## src/rtl/urv_dm_arbiter.sv

```systemverilog
// Shares the data-memory port between the core X-stage (c_*) and a host/debug port (h_*).
// Core has priority, host starvation is bounded, and a timeout aborts hung accesses.
module urv_dm_arbiter #(
    parameter int unsigned TIMEOUT_CYCLES  = 255,
    parameter int unsigned CORE_MAX_CONSEC = 4
) (
    input  logic        clk_i,
    input  logic        rst_n_i,

    input  logic [31:0] c_addr_i,
    input  logic [31:0] c_data_s_i,
    input  logic [3:0]  c_select_i,
    input  logic        c_load_i,
    input  logic        c_store_i,
    output logic        c_ready_o,
    output logic        c_err_o,
    output logic [31:0] c_data_l_o,

    input  logic [31:0] h_addr_i,
    input  logic [31:0] h_data_s_i,
    input  logic [3:0]  h_select_i,
    input  logic        h_load_i,
    input  logic        h_store_i,
    output logic        h_ready_o,
    output logic        h_err_o,
    output logic [31:0] h_data_l_o,

    output logic [31:0] m_addr_o,
    output logic [31:0] m_data_s_o,
    output logic [3:0]  m_select_o,
    output logic        m_load_o,
    output logic        m_store_o,
    input  logic        m_ready_i,
    input  logic [31:0] m_data_l_i,

    output logic        busy_o,
    output logic        grant_host_o
);
    localparam int unsigned TMO_W = 8;
    localparam int unsigned CNT_W = 4;

    localparam logic [1:0] ST_IDLE   = 2'd0;
    localparam logic [1:0] ST_BUSY_C = 2'd1;
    localparam logic [1:0] ST_BUSY_H = 2'd2;

    // The abort fires in the TIMEOUT_CYCLES-th BUSY cycle, i.e. when the count is one short.
    localparam bit               TMO_EN     = (TIMEOUT_CYCLES != 0);
    localparam logic [TMO_W-1:0] TMO_LAST   = TMO_W'(TIMEOUT_CYCLES - 1);
    localparam logic [CNT_W-1:0] CONSEC_MAX = CNT_W'(CORE_MAX_CONSEC);

    logic [1:0]       state_q, state_d;
    logic [31:0]      addr_q, addr_d;
    logic [31:0]      wdata_q, wdata_d;
    logic [3:0]       sel_q, sel_d;
    logic             load_q, load_d;
    logic             store_q, store_d;
    logic [CNT_W-1:0] consec_q, consec_d;
    logic [TMO_W-1:0] tmo_q, tmo_d;
    logic             ghost_q, ghost_d;
    logic             busy_q;

    logic c_req, h_req, in_busy, tmo_hit, done, core_wins;

    assign c_req     = c_load_i | c_store_i;
    assign h_req     = h_load_i | h_store_i;
    assign in_busy   = (state_q == ST_BUSY_C) || (state_q == ST_BUSY_H);
    assign tmo_hit   = TMO_EN && in_busy && !m_ready_i && (tmo_q == TMO_LAST);
    assign done      = in_busy && (m_ready_i || tmo_hit);
    assign core_wins = c_req && !(h_req && (consec_q == CONSEC_MAX));

    always_ff @(posedge clk_i) begin
        if (!rst_n_i) begin
            state_q  <= ST_IDLE;
            addr_q   <= '0;
            wdata_q  <= '0;
            sel_q    <= '0;
            load_q   <= 1'b0;
            store_q  <= 1'b0;
            consec_q <= '0;
            tmo_q    <= '0;
            ghost_q  <= 1'b0;
            busy_q   <= 1'b0;
        end else begin
            state_q  <= state_d;
            addr_q   <= addr_d;
            wdata_q  <= wdata_d;
            sel_q    <= sel_d;
            load_q   <= load_d;
            store_q  <= store_d;
            consec_q <= consec_d;
            tmo_q    <= tmo_d;
            ghost_q  <= ghost_d;
            busy_q   <= (state_d != ST_IDLE);
        end
    end

    // Grant selection in IDLE; hold the access stable until completion or abort.
    always_comb begin
        state_d  = state_q;
        addr_d   = addr_q;
        wdata_d  = wdata_q;
        sel_d    = sel_q;
        load_d   = load_q;
        store_d  = store_q;
        consec_d = consec_q;
        tmo_d    = tmo_q;
        ghost_d  = ghost_q;
        case (state_q)
            ST_IDLE: begin
                tmo_d = '0;
                if (!h_req) consec_d = '0;
                if (core_wins) begin
                    state_d = ST_BUSY_C;
                    addr_d  = c_addr_i;
                    wdata_d = c_data_s_i;
                    sel_d   = c_select_i;
                    store_d = c_store_i;
                    load_d  = c_load_i & ~c_store_i;
                    ghost_d = 1'b0;
                    if (h_req) consec_d = consec_q + CNT_W'(1);
                end else if (h_req) begin
                    state_d  = ST_BUSY_H;
                    addr_d   = h_addr_i;
                    wdata_d  = h_data_s_i;
                    sel_d    = h_select_i;
                    store_d  = h_store_i;
                    load_d   = h_load_i & ~h_store_i;
                    ghost_d  = 1'b1;
                    consec_d = '0;
                end
            end
            ST_BUSY_C, ST_BUSY_H: begin
                if (done) begin
                    state_d = ST_IDLE;
                    load_d  = 1'b0;
                    store_d = 1'b0;
                end else begin
                    tmo_d = tmo_q + TMO_W'(1);
                end
            end
            default: begin
                state_d = ST_IDLE;
                load_d  = 1'b0;
                store_d = 1'b0;
            end
        endcase
    end

    assign m_addr_o     = addr_q;
    assign m_data_s_o   = wdata_q;
    assign m_select_o   = sel_q;
    assign m_load_o     = load_q;
    assign m_store_o    = store_q;
    assign busy_o       = busy_q;
    assign grant_host_o = ghost_q;

    // Completion is reported in the same cycle as m_ready_i or the abort.
    assign c_ready_o  = done && (state_q == ST_BUSY_C);
    assign h_ready_o  = done && (state_q == ST_BUSY_H);
    assign c_err_o    = tmo_hit && (state_q == ST_BUSY_C);
    assign h_err_o    = tmo_hit && (state_q == ST_BUSY_H);
    assign c_data_l_o = ((state_q == ST_BUSY_C) && m_ready_i) ? m_data_l_i : 32'h0;
    assign h_data_l_o = ((state_q == ST_BUSY_H) && m_ready_i) ? m_data_l_i : 32'h0;

endmodule

```

## config.mk

```make
export PLATFORM = sky130hd
export DESIGN_NAME = urv_dm_arbiter
export DESIGN_NICKNAME = d
export VERILOG_FILES = /design/src/rtl/urv_dm_arbiter.sv
export SDC_FILE = /design/constraint.sdc
export NUM_CORES = 1
export LEC_CHECK = 0
export BUFFER_PORTS_ARGS = -buffer_cell sky130_fd_sc_hd__buf_4
export CAP_MARGIN = 0
export CORE_MARGIN = 2
export CORE_UTILIZATION = 28
export DETAILED_ROUTE_END_ITERATION = 8
export PLACE_DENSITY_LB_ADDON = 0.3
export SLEW_MARGIN = 20
export SYNTH_ARGS = -nofsm -noshare
export SYNTH_HDL_FRONTEND = slang
export SYNTH_SLANG_ARGS = --single-unit
```

## constraint.sdc

```tcl
create_clock -name clk_i -period 2.01 [get_ports clk_i]
set_clock_uncertainty 0.2 [all_clocks]
set_input_delay 0.201 -clock clk_i [delete_from_list [all_inputs] [get_ports clk_i]]
set_output_delay 0.201 -clock clk_i [all_outputs]
set_load 0.02 [all_outputs]
```

Word level (Yosys, flattened, before mapping)
Index checks and enable logic that the tools add are counted.

word-level totals
  register bits = 86

cells by class
  add/sub/neg operators = 2
  bitwise operators = 6
  reduce and logical (&&, ||, !) cells = 23
  mux-type cells = 25
  eq/ne operators = 7

operator list
  operator                                                         number
  32-bit 2-to-1 mux                                                6
  4-bit 2-to-1 mux                                                 4
  8-bit one-hot mux with 2 select lines                            1
  1-bit logical AND                                                11
  8-bit by 1-bit adder with 8-bit output, second input constant    1
  8-bit == test, second input constant                             1
  8-bit 2-to-1 mux                                                 1
  1-bit 2-to-1 mux                                                 7
  2-bit 2-to-1 mux                                                 3
  2-bit AND reduction                                              3
  2-bit nonzero test                                               3
  4-bit by 1-bit adder with 4-bit output, second input constant    1
  4-bit by 3-bit == test with 1-bit output, second input constant  1
  2-bit != test, second input constant                             2
  1-bit one-hot mux with 2 select lines                            2
  2-bit one-hot mux with 2 select lines                            1
  3-bit != test, second input constant                             1
  1-bit bitwise AND                                                2
  2-bit by 1-bit == test with 1-bit output, second input constant  1
  2-bit == test, second input constant                             1
  1-bit logical NOT                                                2
  2-bit logical NOT                                                1
  1-bit logical OR                                                 2
  1-bit inverter                                                   2
  other kinds (2)                                                  3

Depth between registers and ports, before layout
Gate-level depths: netlist of the first run.

  depth after elaboration = 9
  depth in mapped cells = 8
  mapped depth without buffers = 6

Worst setup path before layout of the first run
No wires, ideal clock.

  path type = register to output
  start point = reg state_q[0]
  end point = out c_err_o
  slack = 0.086 ns
  cell stages (with the launch flop) = 5
  data arrival time = 1.523 ns
  cells stage by stage = dfxtp_1 -> inv_1 -> ha_1 -> nand3b_1 -> nor4_1

on the way
  longest elaborated chain between the ends = 5
  elaborated cells on any way between the ends = 6
  those cells by class = eq/ne (2); reduce/logical (4)

ends and longest elaborated chain
  what                                                                       line     source
  start: declaration                                                         51       logic [1:0] state_q, state_d;
  start signal: assignment                                                   84       state_q <= state_d;
  2-bit by 1-bit == test with 1-bit output or 2-bit == test (tied branches)  66, 160
  1-bit logical OR                                                           66       assign in_busy = (state_q == ST_BUSY_C) || (state_q == ST_BUSY_H);
  1-bit logical AND (2 in series)                                            67       assign tmo_hit = TMO_EN && in_busy && !m_ready_i && (tmo_q == TMO_LAST);
  1-bit logical AND *                                                        160      assign c_err_o = tmo_hit && (state_q == ST_BUSY_C);
  end: declaration                                                           16       output logic c_err_o,

Mark *: on every way between the ends. The rest lies on a longest branch, timed or not.

Worst setup path in the final report of the first run
  start point = reg state_q[1]
  end point = out h_err_o

on the way
  longest elaborated chain between the ends = 5
  elaborated cells on any way between the ends = 6
  those cells by class = eq/ne (2); reduce/logical (4)

ends and longest elaborated chain
  what                                                                       line     source
  2-bit by 1-bit == test with 1-bit output or 2-bit == test (tied branches)  66, 161
  1-bit logical OR                                                           66
  1-bit logical AND (2 in series)                                            67
  1-bit logical AND *                                                        161      assign h_err_o = tmo_hit && (state_q == ST_BUSY_H);
  end: declaration                                                           25       output logic h_err_o,

Marked as above.

==> impl_metrics.json, run 1 <==
{
  "rsz0062_at_grt": "yes",
  "finalCriticalPeriod_ns": 1.96,
  "vias_per_cell": 4.93,
  "clock-root-buffer": "clkbuf_16",
  "cp_max_fo": 8,
  "crit_path_start_kind": "flip-flop",
  "maxSlewViolCount": 0,
  "cp_data_arrival_time_ns": 1.56,
  "fin_setup_tns_ns": 0,
  "final_nets": 1082,
  "r2r-end": "m_addr_o[5]",
  "grt_pass1_wl_um": 27700,
  "period_share_pct": 97.5,
  "gr-usage-all-layers_pct": 20.7,
  "grt_pass1_vias": 5640,
  "cts_tree": "built",
  "tightestPinTransition_ns": 0.389,
  "p_per_area_nw_per_um2": 625,
  "cts_num_sinks": 86,
  "area_growth_pct": 105,
  "dpl.cell_count": 949,
  "drtIter0Drc": 231,
  "hold_violations": 0,
  "crit_top_cell": "buf_4",
  "wl_per_cell_um": 17.9,
  "wl_um": 20000,
  "reg2reg_from": "consec_q[1]",
  "die_w_um": 130,
  "h-tree-depth": 3,
  "syn_inst": 442,
  "final_cell_mix": "334 x buf_4, 137 x dlygate4sd3_1, 79 x dfxtp_1",
  "die-area_um2": 17000,
  "postLayoutCoreUtil_pct": 58.2,
  "clkPwrFrac_pct": 34.1,
  "status": "finished clean",
  "antenna_found_initial": 0,
  "clk_pin_slew_worst_paths_ns": 0.06,
  "yosysWarnings": 0,
  "seqPwrFrac_pct": 34.6,
  "switchingPower_mw": 1.68,
  "synth_ff_type": "dfxtp_1",
  "path_buf_inv": 3,
  "hp-start": "c_store_i",
  "max-vdd-ir-drop_mv": 0.481,
  "synth_edf_count": 0,
  "initial_core_util_pct": 28.4,
  "dp_slack_ns": 0.0268,
  "reg2regPathDepth": 8,
  "drive_gt1_share_pct": 46.6,
  "ys_ff_latch": 86,
  "rows": 46,
  "grt-ovfl-total": 0,
  "fp.coreArea_um2": 15800,
  "cp_slowest_cell": "dfxtp_2",
  "ctsLongestPathBuffers": 2,
  "fin_ws_ns": 0.0494,
  "postSynthAreaPerCell_um2": 10.1,
  "num_antenna_cells": 0,
  "die_h_um": 130,
  "p_leak_nw": 4.29,
  "holdWs_ns": 0.0354,
  "comb_power_share_pct": 31.3,
  "vias": 5513,
  "cts_buffers": 9,
  "cpPeakStageDelay_ns": 0.35,
  "setup_viol": 0,
  "max_freq_ghz": 0.510,
  "r2r_setup_slack_ns": 0.06,
  "min_path_type": "in -> reg",
  "swShare_pct": 29.3,
  "numPortBuffers": 314,
  "holdPathStages": 4,
  "fin_total_pwr_mw": 5.74,
  "gp_congestion": 0.802,
  "critical_path_class": "reg -> out",
  "synth.distinct_cells": 53,
  "ant_nets": 0,
  "dp.final_hpwl_um": 12000,
  "syn-cell-area_um2": 4480,
  "drt_first_pass_iters": 4,
  "postPlaceCellArea_um2": 7050,
  "final_common_cell": "buf_4",
  "final_cells": 1119,
  "io_pins": 315,
  "maxCapViolations": 0,
  "grt_start_max_net_pins": 54,
  "relSlewSlack_pct": 73.7,
  "crit_required_ns": 1.61,
  "p_int_mw": 4.06,
  "design_area_um2": 9180,
  "worstPathCellList": "buf_4, ha_4, inv_1, nor4_2, buf_4",
  "worstHoldEndpoint": "grant_host_o",
  "crit_family": "buffers and inverters",
  "mappedNetlistNets": 625,
  "drc": 0,
  "synth-async-reset-ratio_pct": 0,
  "clk-insertion-delay-late_ns": 0.35,
  "worstSetupEndpointType": "output port",
  "yosysSeqAreaShare_pct": 38.4
}
## per-layer routing
| layer | wire length, um | global-route usage, % |
|---|---|---|
| met5 | 0 | 0 |
| met4 | 499 | 8.70 |
| met3 | 1510 | 6.64 |
| met2 | 10500 | 38.0 |
| met1 | 7530 | 21.9 |
## power by group through the flow
stage | Sequential [mW] | Combinational (mW) | Clock (mW)
floorplan | 2.18 | 0.527 | 0
global placement | 2.00 | 1.41 | 0
detailed placement | 2.00 | 1.43 | 0
CTS | 1.97 | 1.67 | 2.00
global route | 2.00 | 1.90 | 2.08
finish | 1.98 | 1.80 | 1.96
## timing repair
| action | CTS | global route |
|---|---|---|
| pin swaps | 4 | 5 |
| endpoints found under the hold margin | 70 | 0 |
| setup buffers | 2 | 10 |
| hold buffers | 137 | 0 |
| resized for setup | 19 | 33 |
| endpoints found under the setup margin | 39 | 86 |
| cloned | 0 | 6 |
## cells by family after synthesis
group / Yosys count / share of synthesized area, %
fa+ha+maj: 8 / 2.24
simple gates: 122 / 16.6
buf+inv: 48 / 6.20
flops: 86 / 38.4
xor+xnor: 1 / 0.196
compound gates: 108 / 20.9
mux: 69 / 15.5
## state kept, by name, indices dropped and copies added (netlist names)
signal,flops
m_data_s_o,32
busy_o,1
m_addr_o,32
m_select_o,4
m_load_o,1
state_q,2
m_store_o,1
grant_host_o,1
consec_q,4
tmo_q,8
## how the worst max path moves through the flow
stage / from / end / slack [ns] / cells past startpoint
after floorplan: state_q[0] / c_err_o / 0.09 / 4
after detailed placement: consec_q[0] / m_data_s_o[10] / 0.03 / 7
after global routing: state_q[1] / h_err_o / -0.05 / 5
final: state_q[1] / h_err_o / 0.05 / 5
after global placement: consec_q[0] / m_addr_o[14] / 0.09 / 7
after CTS: state_q[0] / h_err_o / -0.0003 / 5
## layout make-up
type	count	area, um^2
fillers	1276	6590
repair buffers	486	4140
multi-input cells	308	2660
flip-flops and latches	86	1730
well taps	216	270
clock buffers	10	239
clock inverters	5	108
inverters	8	32.5
## cells in the mapped netlist (5+ instances only)
cell type  count  area [um^2]
o2bb2ai_2     10          150
clkbuf_1      20         75.1
o2bb2ai_1     58          508
and3_1        65          407
dfxtp_1       86         1720
a21oi_1       10         50.1
ha_1           8          100
o21ai_0        5         25.0
mux2i_1       68          681
nor2_1         6         22.5
buf_6         10          113
nand2_1       18         67.6
buf_2          6         30.0
inv_1          7         26.3
## worst min-delay path: cells and delay by family
kind                   cells  cell delay, ns
AOI/OAI and AO/OA          2            0.13
buffers and inverters      1            0.13
and+or+nand+nor            1            0.06
Power figures use the tool's default switching activity.
==> run 2: changes to the inputs <==
==> constraint.sdc (replaced) <==
create_clock -name clk_i -period 2.5 [get_ports clk_i]
set_clock_uncertainty 0.2 [all_clocks]
set_input_delay 0.25 -clock clk_i [delete_from_list [all_inputs] [get_ports clk_i]]
set_output_delay 0.25 -clock clk_i [all_outputs]
set_load 0.02 [all_outputs]
==> impl_metrics.json, run 2 (synthesis gave the netlist of run 1 again) <==
{
  "fp.coreArea_um2": 15800,
  "p_int_mw": 3.08,
  "grt_start_max_net_pins": 69,
  "wl_met1_um": 6690,
  "hold_violations": 8,
  "final_cell_mix": "325 x buf_4, 87 x dlygate4sd3_1, 84 x dfxtp_1",
  "final_common_cell": "buf_4",
  "postPlaceCellArea_um2": 6960,
  "worstSetupEndpointType": "flip-flop",
  "clk-insertion-delay-late_ns": 0.34,
  "reg2reg_from": "consec_q[1]",
  "cpPeakStageDelay_ns": 0.57,
  "h-tree-depth": 3,
  "gp_congestion": 0.772,
  "gr-usage-all-layers_pct": 19.0,
  "r2r-end": "m_data_s_o[14]",
  "fin_setup_tns_ns": 0,
  "critical_path.startpoint": "consec_q[1]",
  "switchingPower_mw": 1.32,
  "hp-start": "h_data_s_i[7]",
  "design_area_um2": 8370,
  "comb_power_share_pct": 29.7,
  "worstPathCellList": "inv_1, ha_2, nand3b_1, o22ai_4, buf_12, clkbuf_16, mux2i_1, dlygate4sd3_1, o2bb2ai_1",
  "holdWs_ns": -0.0234,
  "vias": 5105,
  "ant_nets": 0,
  "critical_path_class": "reg -> reg",
  "rows": 46,
  "max_freq_ghz": 0.410,
  "seqPwrFrac_pct": 36.2,
  "p_per_area_nw_per_um2": 526,
  "crit_path_start_kind": "flip-flop",
  "dp_slack_ns": 0.275,
  "area_growth_pct": 86.8,
  "wl_met3_um": 1250,
  "failed_checks": "hold timing",
  "cts_num_sinks": 86,
  "vias_per_cell": 4.84,
  "setup_viol": 0,
  "p_leak_nw": 3.97,
  "cts_buffers": 9,
  "initial_core_util_pct": 28.4,
  "reg2regPathDepth": 9,
  "drc": 0,
  "die_w_um": 130,
  "r2r_setup_slack_ns": 0.06,
  "fin_total_pwr_mw": 4.40,
  "fin_ws_ns": 0.0631,
  "cp_slowest_cell": "dlygate4sd3_1",
  "grt_pass1_wl_um": 25300,
  "numPortBuffers": 314,
  "wl_met2_um": 9450,
  "final_nets": 1016,
  "period_share_pct": 97.5,
  "fill_cells": 1366,
  "worstHoldEndpoint": "m_data_s_o[7]",
  "routed.top_layer": "met4",
  "maxCapViolations": 0,
  "finalCriticalPeriod_ns": 2.44,
  "ctsLongestPathBuffers": 2,
  "drive_gt1_share_pct": 44.9,
  "crit_required_ns": 2.52,
  "clock-root-buffer": "clkbuf_16",
  "grt-ovfl-total": 0,
  "num_antenna_cells": 0,
  "cp_data_arrival_time_ns": 2.45,
  "cp_max_fo": 8,
  "antenna_found_initial": 0,
  "drt_first_pass_iters": 4,
  "die_h_um": 130,
  "wl_per_cell_um": 17.0,
  "swShare_pct": 30.0,
  "cts_tree": "built",
  "wl_um": 17900,
  "crit_family": "buffers and inverters",
  "clkPwrFrac_pct": 34.2,
  "path_buf_inv": 4,
  "maxSlewViolCount": 0,
  "dp.final_hpwl_um": 11800,
  "drtIter0Drc": 203,
  "relSlewSlack_pct": 59.5,
  "min_path_type": "in -> reg",
  "status": "finished with violations",
  "max-vdd-ir-drop_mv": 0.335,
  "io_pins": 315,
  "multi_input_area_um2": 2500,
  "tightestPinTransition_ns": 0.607,
  "clk_pin_slew_worst_paths_ns": 0.07,
  "die-area_um2": 17000,
  "grt_pass1_vias": 5223,
  "holdPathStages": 3,
  "final-seq-area_um2": 1720
}
==> run 2: stage by stage <==
step	util, %	hold WS, ns	instances
after detailed placement	44.2	0.248	939
after CTS	52.6	0.000479	1055
after floorplan	-	0.225	442
after global routing	53.0	0.00536	1054
final	53.0	-0.0234	1054
after global placement	44.2	0.245	939
==> run 2: power by group through the flow <==
stage	Combinational [mW]	Sequential, mW	Clock, mW
3_3_place_gp	1.11	1.61	0
4_1_cts	1.27	1.59	1.53
5_1_grt	1.39	1.61	1.59
2_1_floorplan	0.424	1.76	0
6_report	1.30	1.59	1.50
3_5_place_dp	1.13	1.61	0
==> run 2: layout make-up <==
type | instances | area share (%)
Clock buffer | 10 | 2.86
Clock inverter | 6 | 1.11
Inverter | 8 | 0.359
Multi-Input combinational cell | 308 | 29.9
Sequential cell | 86 | 20.6
Tap cell | 216 | 3.23
Timing Repair Buffer | 420 | 41.9
==> run 2: what timing repair did <==
action                     4_1_cts  5_1_grt
hold endpoints to repair        53        0
setup endpoints to repair        0       32
gates resized for setup          0        8
hold buffers                   100        0
setup buffers                    0        8
==> run 2: worst max-delay path by stage <==
stage	to	slack [ns]	cells after the start
detailed placement	tmo_q[4]	0.28	6
CTS	m_addr_o[5]	0.04	8
floorplan	c_err_o	0.53	4
global placement	tmo_q[4]	0.41	6
finish	m_data_s_o[14]	0.06	9
global route	m_data_s_o[24]	-0.008	9
==> run 2: tightest hold or removal path, cell delays in order <==
cell and delay [ns]:
buf_4 0.08, mux2i_1 0.05, o2bb2ai_1 0.11
==> run 2: per-layer routing <==
metal / vias up / global-route usage, %
li1: 2456 / -
met1: 2379 / 19.9
met2: 235 / 35.6
met3: 35 / 4.68
met4: 0 / 9.07
met5: - / 0
